--- config.mk ---
export PLATFORM = sky130hd
export DESIGN_NAME = multiword_add_seq
export DESIGN_NICKNAME = d
export VERILOG_FILES = /design/src/rtl/multiword_add_seq_pkg.sv /design/src/rtl/multiword_add_seq_chunk_adder.sv /design/src/rtl/multiword_add_seq.sv
export SDC_FILE = /design/constraint.sdc
export NUM_CORES = 1
export LEC_CHECK = 0
export ABC_CLOCK_PERIOD_IN_PS = 13700
export BUFFER_PORTS_ARGS = -buffer_cell sky130_fd_sc_hd__buf_4
export CORE_MARGIN = 2
export CORE_UTILIZATION = 50
export CTS_CLUSTER_SIZE = 25
export DETAILED_ROUTE_END_ITERATION = 12
export GPL_ROUTABILITY_DRIVEN = 0
export PLACE_DENSITY = 0.77
export SLEW_MARGIN = 40
export SYNTH_ARGS = -nofsm -noshare
export SYNTH_HDL_FRONTEND = slang
export SYNTH_SLANG_ARGS = --single-unit
--- constraint.sdc ---
create_clock -name clk -period 13.7 [get_ports clk]
set_clock_uncertainty 0.2 [all_clocks]
set_input_delay 1.37 -clock clk [delete_from_list [all_inputs] [get_ports clk]]
set_output_delay 1.37 -clock clk [all_outputs]
set_load 0.01 [all_outputs]
--- src/rtl/multiword_add_seq_pkg.sv ---
// Shared parameters and state encoding for the multi-cycle wide adder/subtractor.
package multiword_add_seq_pkg;

  localparam int W_DEFAULT = 128;
  localparam int N_DEFAULT = 32;

  typedef enum logic [1:0] {
    IDLE = 2'd0,
    RUN  = 2'd1,
    DONE = 2'd2
  } state_t;

endpackage

--- src/rtl/multiword_add_seq_chunk_adder.sv ---
// N-bit ripple adder with true carry-in; reports carry-out and signed overflow of its MSB.
module multiword_add_seq_chunk_adder #(
  parameter int N = 32
) (
  input  logic [N-1:0] a,
  input  logic [N-1:0] b,
  input  logic         cin,
  output logic [N-1:0] sum,
  output logic         cout,
  output logic         overflow
);

  logic carry;
  logic carry_msb;

  always_comb begin
    // NOTE: every combinational output gets a default first so no latch is inferred.
    sum       = '0;
    carry     = cin;
    carry_msb = 1'b0;
    for (int i = 0; i < N; i++) begin
      sum[i] = a[i] ^ b[i] ^ carry;
      if (i == N - 1) carry_msb = carry;
      carry = (a[i] & b[i]) | (carry & (a[i] ^ b[i]));
    end
    cout     = carry;
    overflow = carry_msb ^ carry;
  end

endmodule

--- src/rtl/multiword_add_seq.sv ---
// Wide A+B+cin / A-B computed one N-bit chunk per cycle, LS chunk first, with the
// carry chained through a register; valid/ready on both operand and result sides.
module multiword_add_seq
  import multiword_add_seq_pkg::*;
#(
  parameter int W = W_DEFAULT,
  parameter int N = N_DEFAULT
) (
  input  logic         clk,
  input  logic         rst_n,
  input  logic         in_valid,
  output logic         in_ready,
  input  logic [W-1:0] a,
  input  logic [W-1:0] b,
  input  logic         cin,
  input  logic         op_sub,
  output logic         out_valid,
  input  logic         out_ready,
  output logic [W-1:0] sum,
  output logic         cout,
  output logic         overflow
);

  localparam int CHUNKS = W / N;
  localparam int IDX_W  = $clog2(CHUNKS);

  state_t state, state_next;

  logic [W-1:0]     a_reg;
  logic [W-1:0]     b_reg;
  logic [W-1:0]     sum_reg;
  logic             carry_reg;
  logic             cout_reg;
  logic             ovf_reg;
  logic [IDX_W-1:0] idx;

  logic             accept;
  logic             step;
  logic             last;

  logic [N-1:0]     chunk_a;
  logic [N-1:0]     chunk_b;
  logic [N-1:0]     chunk_sum;
  logic             chunk_cout;
  logic             chunk_ovf;

  assign last    = (idx == IDX_W'(CHUNKS - 1));
  assign chunk_a = a_reg[idx*N +: N];
  assign chunk_b = b_reg[idx*N +: N];

  multiword_add_seq_chunk_adder #(.N(N)) u_chunk_adder (
    .a        (chunk_a),
    .b        (chunk_b),
    .cin      (carry_reg),
    .sum      (chunk_sum),
    .cout     (chunk_cout),
    .overflow (chunk_ovf)
  );

  always_ff @(posedge clk or negedge rst_n) begin
    // NOTE: sequential state uses non-blocking assignments so all registers update together.
    if (!rst_n) state <= IDLE;
    else        state <= state_next;
  end

  always_comb begin
    state_next = state;
    in_ready   = 1'b0;
    out_valid  = 1'b0;
    accept     = 1'b0;
    step       = 1'b0;
    unique case (state)
      IDLE: begin
        in_ready = 1'b1;
        if (in_valid) begin
          accept     = 1'b1;
          state_next = RUN;
        end
      end
      RUN: begin
        step = 1'b1;
        if (last) state_next = DONE;
      end
      DONE: begin
        out_valid = 1'b1;
        if (out_ready) state_next = IDLE;
      end
      default: state_next = IDLE;
    endcase
  end

  // Subtraction is folded in at capture: B is inverted and the initial carry forced to 1.
  always_ff @(posedge clk or negedge rst_n) begin
    if (!rst_n) begin
      a_reg     <= '0;
      b_reg     <= '0;
      sum_reg   <= '0;
      carry_reg <= 1'b0;
      cout_reg  <= 1'b0;
      ovf_reg   <= 1'b0;
      idx       <= '0;
    end else if (accept) begin
      a_reg     <= a;
      b_reg     <= op_sub ? ~b : b;
      carry_reg <= op_sub ? 1'b1 : cin;
      idx       <= '0;
    end else if (step) begin
      sum_reg[idx*N +: N] <= chunk_sum;
      carry_reg           <= chunk_cout;
      idx                 <= idx + 1'b1;
      if (last) begin
        cout_reg <= chunk_cout;
        ovf_reg  <= chunk_ovf;
      end
    end
  end

  assign sum      = sum_reg;
  assign cout     = cout_reg;
  assign overflow = ovf_reg;

endmodule

==> results.json, run 1 <==
{
  "critPathSlowestCell": "sky130_fd_sc_hd__dfrtp_4",
  "cp-end-kind": "flip-flop",
  "grt_pass1_vias": 12800,
  "worst_slew_pin_slew_ps": 771,
  "holdCritPathClass": "flip-flop to flip-flop",
  "cts-buffers-inserted": 42,
  "rsz_0062_raised_after_global_routing": "no",
  "max_cap_viol_count": 0,
  "synthToLayoutAreaGrowth_pct": 26.2,
  "core-area_mm2": 0.0374,
  "timing.reg2reg.setup_slack_ps": 380,
  "dp_hpwl_um": 34500,
  "drc": 0,
  "layout_worst_path_cycle_share_pct": 97.2,
  "synth_nets": 1633,
  "wire_length_of_the_first_global_routing_pass_um": 75000,
  "r2r_end": "sum[95]$_DFFE_PN0P_",
  "timing.fmax_mhz": 75.1,
  "timing.final.max_slew_violations": 0,
  "die_area_mm2": 0.0392,
  "crit_top_cell": "sky130_fd_sc_hd__fa_2",
  "run_status": "completed",
  "sequential_area_share_after_synthesis_pct": 52.0,
  "detail-route-antenna-nets": 0,
  "avgRoutedWirePerCell_um": 21.9,
  "startpoint_type": "flip-flop",
  "postSynthCellCount": 1333,
  "worst_ir_drop_vdd_v": 0.000188,
  "final-setup-viol-count": 0,
  "maxSlewHeadroom_pct": 48.6,
  "synthFlopType": "sky130_fd_sc_hd__dfrtp_1",
  "p_sw_mw": 2.72,
  "die_w_um": 198,
  "post_synth.cell_area_avg_um2": 14.1,
  "dpl_cell_area_mm2": 0.0222,
  "p_leak_nw": 10.6,
  "grt_antenna_before_repair": 4,
  "route.vias.total": 12200,
  "final_cells": 2236,
  "fraction_of_power_consumed_by_sequential_logic_pct": 28.7,
  "share_comb_of_total_power_pct": 52.9,
  "finish.instance_area_mm2": 0.0238,
  "ys_seq_elements": 391,
  "critPathLaunch": "idx[0]$_DFFE_PN0P_",
  "grt_overflow": 0,
  "post_layout_nets": 1992,
  "placed_cells": 2159,
  "std_cell_rows": 71,
  "netlist_area_before_placement_mm2": 0.0188,
  "worst_ep_arrival_time_ps": 13540,
  "final_hold_viol_count": 0,
  "total_chip_power_mw": 6.78,
  "grtUsageTotal_pct": 25.1,
  "power_switching_share_pct": 40.1,
  "place.port_buffers": 393,
  "async_flop_share_pct": 100,
  "synth.yosys.warnings": 0,
  "wirelength_um": 49100,
  "post_synth_cell_types": 29,
  "pwr_density_cell_mw_per_mm2": 285,
  "root_buffer": "sky130_fd_sc_hd__clkbuf_16",
  "share_clk_of_total_power_pct": 18.4,
  "setup.worst_path.class": "flip-flop to flip-flop",
  "die-height_um": 198,
  "worst_r2r_startpoint": "idx[0]$_DFFE_PN0P_",
  "io_pins": 394,
  "start_util_pct": 50.3,
  "detail_route.vias_per_cell": 5.48,
  "cts_num_sinks": 391,
  "dr.first_iter.drc_count": 748,
  "cts.reportedPaths.clkPinSlew_ps": 60,
  "min_period_ps": 13320,
  "whs_path_cells": 1,
  "worstSkewPairLatency_ps": 560,
  "layout.cells.most_common_list": "sky130_fd_sc_hd__buf_4, sky130_fd_sc_hd__dfrtp_1, sky130_fd_sc_hd__mux2_2",
  "crit_path_max_incr_delay_ps": 500,
  "internal_power_mw": 4.06,
  "drt_pre_antenna_iters": 5,
  "cts.path.max_buffers": 3,
  "worst_ep_required_time_ps": 13920,
  "worst_hold_startpoint": "a_reg[29]$_DFFE_PN0P_",
  "post-cts-setup-buffers": 0,
  "mostFrequentLayoutCell": "sky130_fd_sc_hd__buf_4",
  "htree_num_levels": 2,
  "cts_tree": "built",
  "reg2reg_depth": 37,
  "drive_above_1_share_pct": 50.5,
  "finalHoldWorstSlack_ps": 301,
  "holdPathEnd": "a_reg[29]$_DFFE_PN0P_",
  "synth-edff-count": 0,
  "cp_max_fo": 4,
  "grt_max_degree": 109
}
==> metrics by stage <==
| stage | setup TNS (ps) | util, % | worst slack [ps] |
|---|---|---|---|
| finish | 0 | 63.5 | 380 |
| global route | 0 | 63.5 | 15.9 |
| CTS | 0 | 63.5 | 2.66 |
| detailed placement | -5200 | 59.3 | -585 |
| global placement | -4350 | 59.1 | -541 |
| floorplan | 0 | - | 8.15 |
==> layout make-up <==
class                           count  area (um2)
Clock buffer                       61        1290
Clock inverter                     13         240
Timing Repair Buffer              419        3250
Fill cell                        2783       13600
Tap cell                          511         639
Multi-Input combinational cell    643        7820
Inverter                          195         732
Antenna cell                        3        7.51
Sequential cell                   391        9790
==> power groups by stage <==
stage          logic, mW  registers, mW  clock network (mW)
6_report            3.59           1.94                1.25
5_1_grt             3.83           2.00                1.31
4_1_cts             3.54           1.94                1.27
3_5_place_dp        3.45           1.96                   0
3_3_place_gp        3.35           1.93                   0
2_1_floorplan       2.24           1.90                   0
==> worst max-delay path by stage <==
stage | endpoint | slack [ps] | cells after the start
after floorplan | sum[31]$_DFFE_PN0P_ | 8 | 39
after global routing | sum[95]$_DFFE_PN0P_ | 20 | 37
after CTS | sum[95]$_DFFE_PN0P_ | 3 | 37
after detailed placement | sum[95]$_DFFE_PN0P_ | -590 | 37
final | sum[95]$_DFFE_PN0P_ | 380 | 37
after global placement | sum[127]$_DFFE_PN0P_ | -540 | 37
==> cells by family after synthesis <==
logic type,Yosys count,share of synthesized area (%)
flops,391,52.0
mux,323,23.1
buf+inv,299,6.91
compound gates,133,7.36
xor+xnor,129,6.00
fa+ha+maj,38,3.80
simple gates,20,0.811
==> layer usage <==
layer  part of all wire (%)  global-route usage, %
met2                     48                   38.9
met1                     43                   35.8
met4                    2.7                   7.74
met3                    6.7                   5.52
met5                  0.027                      0
==> worst max-delay path, delay by kind of cell, from the launching register on <==
family	cells	cell delay (ps)
DFF	1	500
buffers and inverters	3	220
adders and majority gates	32	11830
AOI/OAI and AO/OA	1	100
muxes	1	330
==> cells in the mapped netlist, types with 2 or more instances <==
master                      instances  area share, %
sky130_fd_sc_hd__dfrtp_1          391             52
sky130_fd_sc_hd__mux2_2           258             15
sky130_fd_sc_hd__inv_1            195            3.9
sky130_fd_sc_hd__xor2_1           129            6.0
sky130_fd_sc_hd__o32ai_1           98            4.6
sky130_fd_sc_hd__mux4_2            64            7.7
sky130_fd_sc_hd__buf_2             38            1.0
sky130_fd_sc_hd__fa_1              32            3.4
sky130_fd_sc_hd__o32ai_2           30            2.6
sky130_fd_sc_hd__clkbuf_1          26           0.52
sky130_fd_sc_hd__buf_4             25            1.0
sky130_fd_sc_hd__buf_1             10           0.20
sky130_fd_sc_hd__ha_1               6           0.40
sky130_fd_sc_hd__and3b_1            5           0.23
sky130_fd_sc_hd__buf_6              5           0.30
sky130_fd_sc_hd__nand2b_1           3           0.10
sky130_fd_sc_hd__nand3b_1           3           0.12
sky130_fd_sc_hd__nor2_1             3          0.060
sky130_fd_sc_hd__nand4bb_1          2           0.12
==> timing repair <==
item / in CTS / in global routing
resized for setup: 14 / 7
cloned: 0 / 0
hold buffers: 0 / 0
pin swaps: 2 / 1
setup endpoints to repair: 15 / 11
Power figures use the tool's default switching activity.
==> inputs of run 2 (changes only) <==
Settings changed: ABC_CLOCK_PERIOD_IN_PS 13700 to 10770.
Clock period 13.7 ns to 10.77 ns, I/O delays scaled along.
==> run 2 against run 1 <==
Compared with the run above:
- the flow now finishes with violations (negative setup slack)
- hold slack worse by 18 ps
- critical path depth is the same
- clock power is 18% higher
- fmax increased by 3.9%
- global-route usage rose by 0.27 points
- non-clock buffer count up 6
- critical endpoint unchanged
==> results.json, run 2 (synthesis gave the netlist of run 1 again) <==
{
  "htree_num_levels": 2,
  "critPathSlowestCell": "sky130_fd_sc_hd__dfrtp_4",
  "grt_overflow": 0,
  "maxSlewHeadroom_pct": 49.1,
  "wire_length_of_the_first_global_routing_pass_um": 75100,
  "cp_max_fo": 4,
  "start_util_pct": 50.3,
  "ff_latch_area_mm2": 0.00979,
  "final_hold_viol_count": 0,
  "cts.path.max_buffers": 3,
  "post_layout_nets": 1998,
  "worstSkewPairLatency_ps": 560,
  "grt_antenna_before_repair": 3,
  "timing.fmax_mhz": 78.0,
  "startpoint_type": "flip-flop",
  "worst_ir_drop_vdd_v": 0.000239,
  "die_area_mm2": 0.0392,
  "finalHoldWorstSlack_ps": 283,
  "holdCritPathClass": "input port to async pin",
  "cts_tree": "built",
  "dr.first_iter.drc_count": 760,
  "cp-end-kind": "flip-flop",
  "wirelength_um": 49600,
  "detail-route-antenna-nets": 0,
  "avgRoutedWirePerCell_um": 22.1,
  "grt_pass1_vias": 12900,
  "final_core_util_pct": 63.8,
  "synthToLayoutAreaGrowth_pct": 26.8,
  "worst_ep_arrival_time_ps": 13030,
  "max_cap_viol_count": 0,
  "dp_hpwl_um": 35600,
  "run_status": "complete, but fails checks",
  "setup.worst_path.class": "flip-flop to flip-flop",
  "reg2reg_depth": 37,
  "final-setup-viol-count": 31,
  "crit_top_cell": "sky130_fd_sc_hd__fa_2",
  "layout.cells.most_common_list": "sky130_fd_sc_hd__buf_4, sky130_fd_sc_hd__dfrtp_1, sky130_fd_sc_hd__mux2_2",
  "cts_num_sinks": 391,
  "drive_above_1_share_pct": 52.3,
  "route.vias.total": 12200,
  "die-height_um": 198,
  "core-area_mm2": 0.0374,
  "place.port_buffers": 393,
  "rsz_0062_raised_after_global_routing": "yes",
  "io_pins": 394,
  "layout_worst_path_cycle_share_pct": 119,
  "mostFrequentLayoutCell": "sky130_fd_sc_hd__buf_4",
  "drc": 0,
  "grtUsageTotal_pct": 25.4,
  "min_period_ps": 12810,
  "detail_route.vias_per_cell": 5.44,
  "worst_ep_required_time_ps": 10990,
  "std_cell_rows": 71,
  "setup_slack_ps": -2040,
  "cts-buffers-inserted": 42,
  "root_buffer": "sky130_fd_sc_hd__clkbuf_16",
  "drt_pre_antenna_iters": 7,
  "timing.reg2reg.setup_slack_ps": -2040,
  "worst_slew_pin_slew_ps": 763,
  "die_w_um": 198,
  "crit_path_max_incr_delay_ps": 500,
  "r2r_end": "sum[95]$_DFFE_PN0P_",
  "nFillCells": 2791,
  "pwr_density_cell_mw_per_mm2": 366,
  "timing.final.max_slew_violations": 0,
  "failing_checks": "negative setup slack",
  "multiInputGateArea_mm2": 0.00795,
  "cts.reportedPaths.clkPinSlew_ps": 60,
  "grt_max_degree": 165,
  "worst_r2r_startpoint": "idx[0]$_DFFE_PN0P_",
  "p_leak_nw": 10.6
}
==> run 2: cell count changes in the layout (fill, tap and decap cells not counted), moves of 2 or more <==
| cell | previous run | this run |
|---|---|---|
| sky130_fd_sc_hd__o32ai_1 | 98 | 84 |
| sky130_fd_sc_hd__o32ai_2 | 30 | 44 |
| sky130_fd_sc_hd__fa_1 | 12 | 1 |
| sky130_fd_sc_hd__fa_2 | 20 | 31 |
| sky130_fd_sc_hd__bufinv_16 | 7 | 1 |
| sky130_fd_sc_hd__buf_4 | 409 | 413 |
| sky130_fd_sc_hd__clkbuf_8 | 10 | 13 |
| sky130_fd_sc_hd__clkinvlp_4 | 0 | 3 |
| sky130_fd_sc_hd__inv_1 | 194 | 191 |
| sky130_fd_sc_hd__inv_2 | 1 | 3 |
==> run 2: final cells by class <==
cell class                      instances  area share [%]
Antenna cell                            3          0.0314
Clock buffer                           65            5.58
Clock inverter                         11           0.414
Inverter                              195            3.08
Multi-Input combinational cell        643            33.3
Sequential cell                       391            41.0
Tap cell                              511            2.68
Timing Repair Buffer                  425            13.9
==> run 2: worst max path at each step <==
stage	from	to	depth (start not counted)
5_1_grt	idx[0]$_DFFE_PN0P_	sum[127]$_DFFE_PN0P_	37
4_1_cts	idx[0]$_DFFE_PN0P_	sum[127]$_DFFE_PN0P_	37
2_1_floorplan	idx[0]$_DFFE_PN0P_	sum[31]$_DFFE_PN0P_	39
3_5_place_dp	idx[0]$_DFFE_PN0P_	sum[63]$_DFFE_PN0P_	37
6_report	idx[0]$_DFFE_PN0P_	sum[95]$_DFFE_PN0P_	37
3_3_place_gp	idx[0]$_DFFE_PN0P_	sum[127]$_DFFE_PN0P_	37
==> run 2: power by group <==
part | switching (mW) | internal, mW | total, mW
clock network | 0.597 | 0.876 | 1.47
registers | 0.368 | 2.12 | 2.48
logic | 2.60 | 2.17 | 4.77
total | 3.56 | 5.17 | 8.73
==> run 2: per-layer routing <==
layer / vias to the layer above / wire, um / global-route usage [%]
met1: 6260 / 22000 / 36.5
met4: 0 / 1510 / 8.16
met3: 95 / 3180 / 5.02
li1: 5397 / - / -
met2: 454 / 22900 / 39.2
met5: - / 0 / 0
==> run 2: metrics by stage <==
step / setup slack, ps / setup TNS, ps / power, mW / area (um2) / std cells
2_1_floorplan: -1690 / -27050 / 5.44 / 18900 / 1333
3_3_place_gp: -1990 / -34980 / 6.96 / 22200 / 2158
3_5_place_dp: -2070 / -37940 / 7.13 / 22300 / 2161
4_1_cts: -2050 / -37490 / 8.71 / 23800 / 2239
5_1_grt: -2320 / -44590 / 9.21 / 23900 / 2244
6_report: -2040 / -37410 / 8.73 / 23900 / 2244
==> run 2: timing repair <==
action	4_1_cts	5_1_grt
pin swaps	11	0
endpoints found under the setup margin	31	32
endpoints found under the hold margin	0	0
setup buffers	2	1
gates resized for setup	10	4
hold buffers	0	0
==> run 2: critical path: cells and delay by family, from the launching register on <==
kind                       cells  cell delay [ps]
AOI/OAI and AO/OA              1               90
adders and majority gates     32            11340
buffers and inverters          3              200
DFF                            1              500
muxes                          1              350
==> inputs of run 3 (changes only) <==
Settings changed: ABC_CLOCK_PERIOD_IN_PS 10770 to 16300, CAP_MARGIN set to 20, CORE_UTILIZATION 50 to 60, PLACE_DENSITY 0.77 to 0.86.
Clock period 10.77 ns to 16.3 ns, I/O delays scaled along.
==> run 3 against run 2 <==
Compared with the run above:
- the flow now finishes without violations
- first-iteration DRC count increased by 45%
- flip-flop and latch count stayed put
- hold slack better by 20 ps
- global-route usage up 4.6 points
- sequential share of layout area grew 0.68 points
- critical path depth unchanged
- worst setup slack better by 3700 ps
- sequential power down 33%
- design area fell by 1.6%
- critical path type unchanged
- critical endpoint is now sum[127]$_DFFE_PN0P_
- largest cell class unchanged
==> results.json, run 3 (synthesis gave the netlist of run 1 again) <==
{
  "share_clk_of_total_power_pct": 18.0,
  "maxSlewHeadroom_pct": 45.3,
  "cp-end-kind": "flip-flop",
  "min_period_ps": 14650,
  "fraction_of_power_consumed_by_sequential_logic_pct": 29.9,
  "cts.reportedPaths.clkPinSlew_ps": 60,
  "timing.final.max_slew_violations": 0,
  "cts.path.max_buffers": 3,
  "std_cell_rows": 64,
  "holdCritPathClass": "flip-flop to flip-flop",
  "wire_length_of_the_first_global_routing_pass_um": 75900,
  "die-height_um": 181,
  "cts_num_sinks": 391,
  "final_cells": 2120,
  "critPathSlowestCell": "sky130_fd_sc_hd__dfrtp_4",
  "cts-buffers-inserted": 41,
  "run_status": "completed",
  "worst_ep_required_time_ps": 16470,
  "setup.worst_path.class": "flip-flop to flip-flop",
  "worstSkewPairLatency_ps": 530,
  "core-area_mm2": 0.0307,
  "final-setup-viol-count": 0,
  "worst_slew_pin_slew_ps": 820,
  "p_leak_nw": 10.6,
  "finalHoldWorstSlack_ps": 303,
  "grt_antenna_before_repair": 7,
  "internal_power_mw": 3.28,
  "crit_path_max_incr_delay_ps": 760,
  "finalSetupTns_ps": 0,
  "timing.fmax_mhz": 68.3,
  "detail-route-antenna-nets": 0,
  "mostFrequentLayoutCell": "sky130_fd_sc_hd__buf_4",
  "grt_overflow": 0,
  "wirelength_um": 49000,
  "grt_pass1_vias": 13100,
  "worst_ir_drop_vdd_v": 0.000226,
  "worst_ep_arrival_time_ps": 14820,
  "detail_route.vias_per_cell": 5.86,
  "root_buffer": "sky130_fd_sc_hd__clkbuf_16",
  "p_sw_mw": 2.29,
  "post_layout_nets": 1985,
  "die_area_mm2": 0.0328,
  "layout_worst_path_cycle_share_pct": 89.9,
  "layout.cells.most_common_list": "sky130_fd_sc_hd__buf_4, sky130_fd_sc_hd__dfrtp_1, sky130_fd_sc_hd__mux2_2",
  "synthToLayoutAreaGrowth_pct": 24.7,
  "placed_cells": 2038,
  "worst-path-buf-inv": 3,
  "grt_max_degree": 111,
  "drive_above_1_share_pct": 49.0,
  "final_hold_viol_count": 0,
  "hold_buffers": 0,
  "power_switching_share_pct": 41.1,
  "start_util_pct": 61.2,
  "dpl_cell_area_mm2": 0.0220,
  "drt_pre_antenna_iters": 5,
  "share_comb_of_total_power_pct": 52.1,
  "final_core_util_pct": 76.4,
  "die_w_um": 181,
  "grtUsageTotal_pct": 30.0,
  "htree_num_levels": 2,
  "gr-max-usage-layer": "met2",
  "critical_path.top_delay_family": "adder cells",
  "finish.instance_area_mm2": 0.0235,
  "rsz_0062_raised_after_global_routing": "no",
  "route.vias.total": 12400,
  "grt_util_met1_pct": 40.8,
  "groute.layer.met2.usage_pct": 47.6,
  "io_pins": 394,
  "post-cts-setup-buffers": 0,
  "crit_top_cell": "sky130_fd_sc_hd__fa_1",
  "pwr_density_cell_mw_per_mm2": 237,
  "dr.first_iter.drc_count": 1105,
  "postCtsResizedCells": 0,
  "dp_hpwl_um": 33800,
  "place.port_buffers": 393,
  "avgRoutedWirePerCell_um": 23.1,
  "drc": 0,
  "grt.met3_usage_pct": 7.82,
  "startpoint_type": "flip-flop",
  "cp_max_fo": 34,
  "max_cap_viol_count": 0,
  "cts_tree": "built"
}
run 3: power by group through the flow:
stage          clock network (mW)  logic, mW  registers (mW)
2_1_floorplan                   0       1.88            1.60
3_3_place_gp                    0       2.75            1.64
3_5_place_dp                    0       2.83            1.68
4_1_cts                      1.01       2.87            1.67
5_1_grt                      1.05       3.10            1.72
6_report                     1.00       2.90            1.67
run 3: worst reg2reg max path, delay by kind of cell (launching register included):
kind / cells / cell delay [ps]
buffers and inverters: 3 / 270
DFF: 1 / 760
adders and majority gates: 32 / 12820
muxes: 1 / 320
AOI/OAI and AO/OA: 1 / 120
run 3: layer usage:
layer / part of all wire (%) / up-vias
met5: 0 / -
met4: 3.3 / 0
met3: 8.8 / 93
met2: 48 / 601
met1: 40 / 6356
li1: - / 5380
run 3: layout make-up:
type / instances / area [um2]
diodes: 7 / 17.5
multi-input cells: 643 / 7770
fillers: 1857 / 7270
well taps: 396 / 495
clock buffers: 58 / 1210
clock inverters: 17 / 241
repair buffers: 413 / 3220
flip-flops and latches: 391 / 9790
inverters: 195 / 732
run 3: final timing paths:
kind                                             from                     to  slack, ps  cells after the start
worst max-delay path               idx[1]$_DFFE_PN0P_   sum[127]$_DFFE_PN0P_       1650                     37
worst min register to register  b_reg[95]$_DFFE_PN0P_  b_reg[95]$_DFFE_PN0P_        300                      1
worst max register to register     idx[1]$_DFFE_PN0P_   sum[127]$_DFFE_PN0P_       1650                     37
min in group asynchronous                       rst_n    sum[50]$_DFFE_PN0P_        810                      1
max in group asynchronous                       rst_n   sum[114]$_DFFE_PN0P_      13580                      3
worst min-delay path            b_reg[95]$_DFFE_PN0P_  b_reg[95]$_DFFE_PN0P_        300                      1
run 3: metrics by stage:
stage	power (mW)	worst slack [ps]
6_report	5.57	1650
5_1_grt	5.86	1200
4_1_cts	5.55	1680
3_5_place_dp	4.51	1720
3_3_place_gp	4.39	1870
2_1_floorplan	3.47	2470
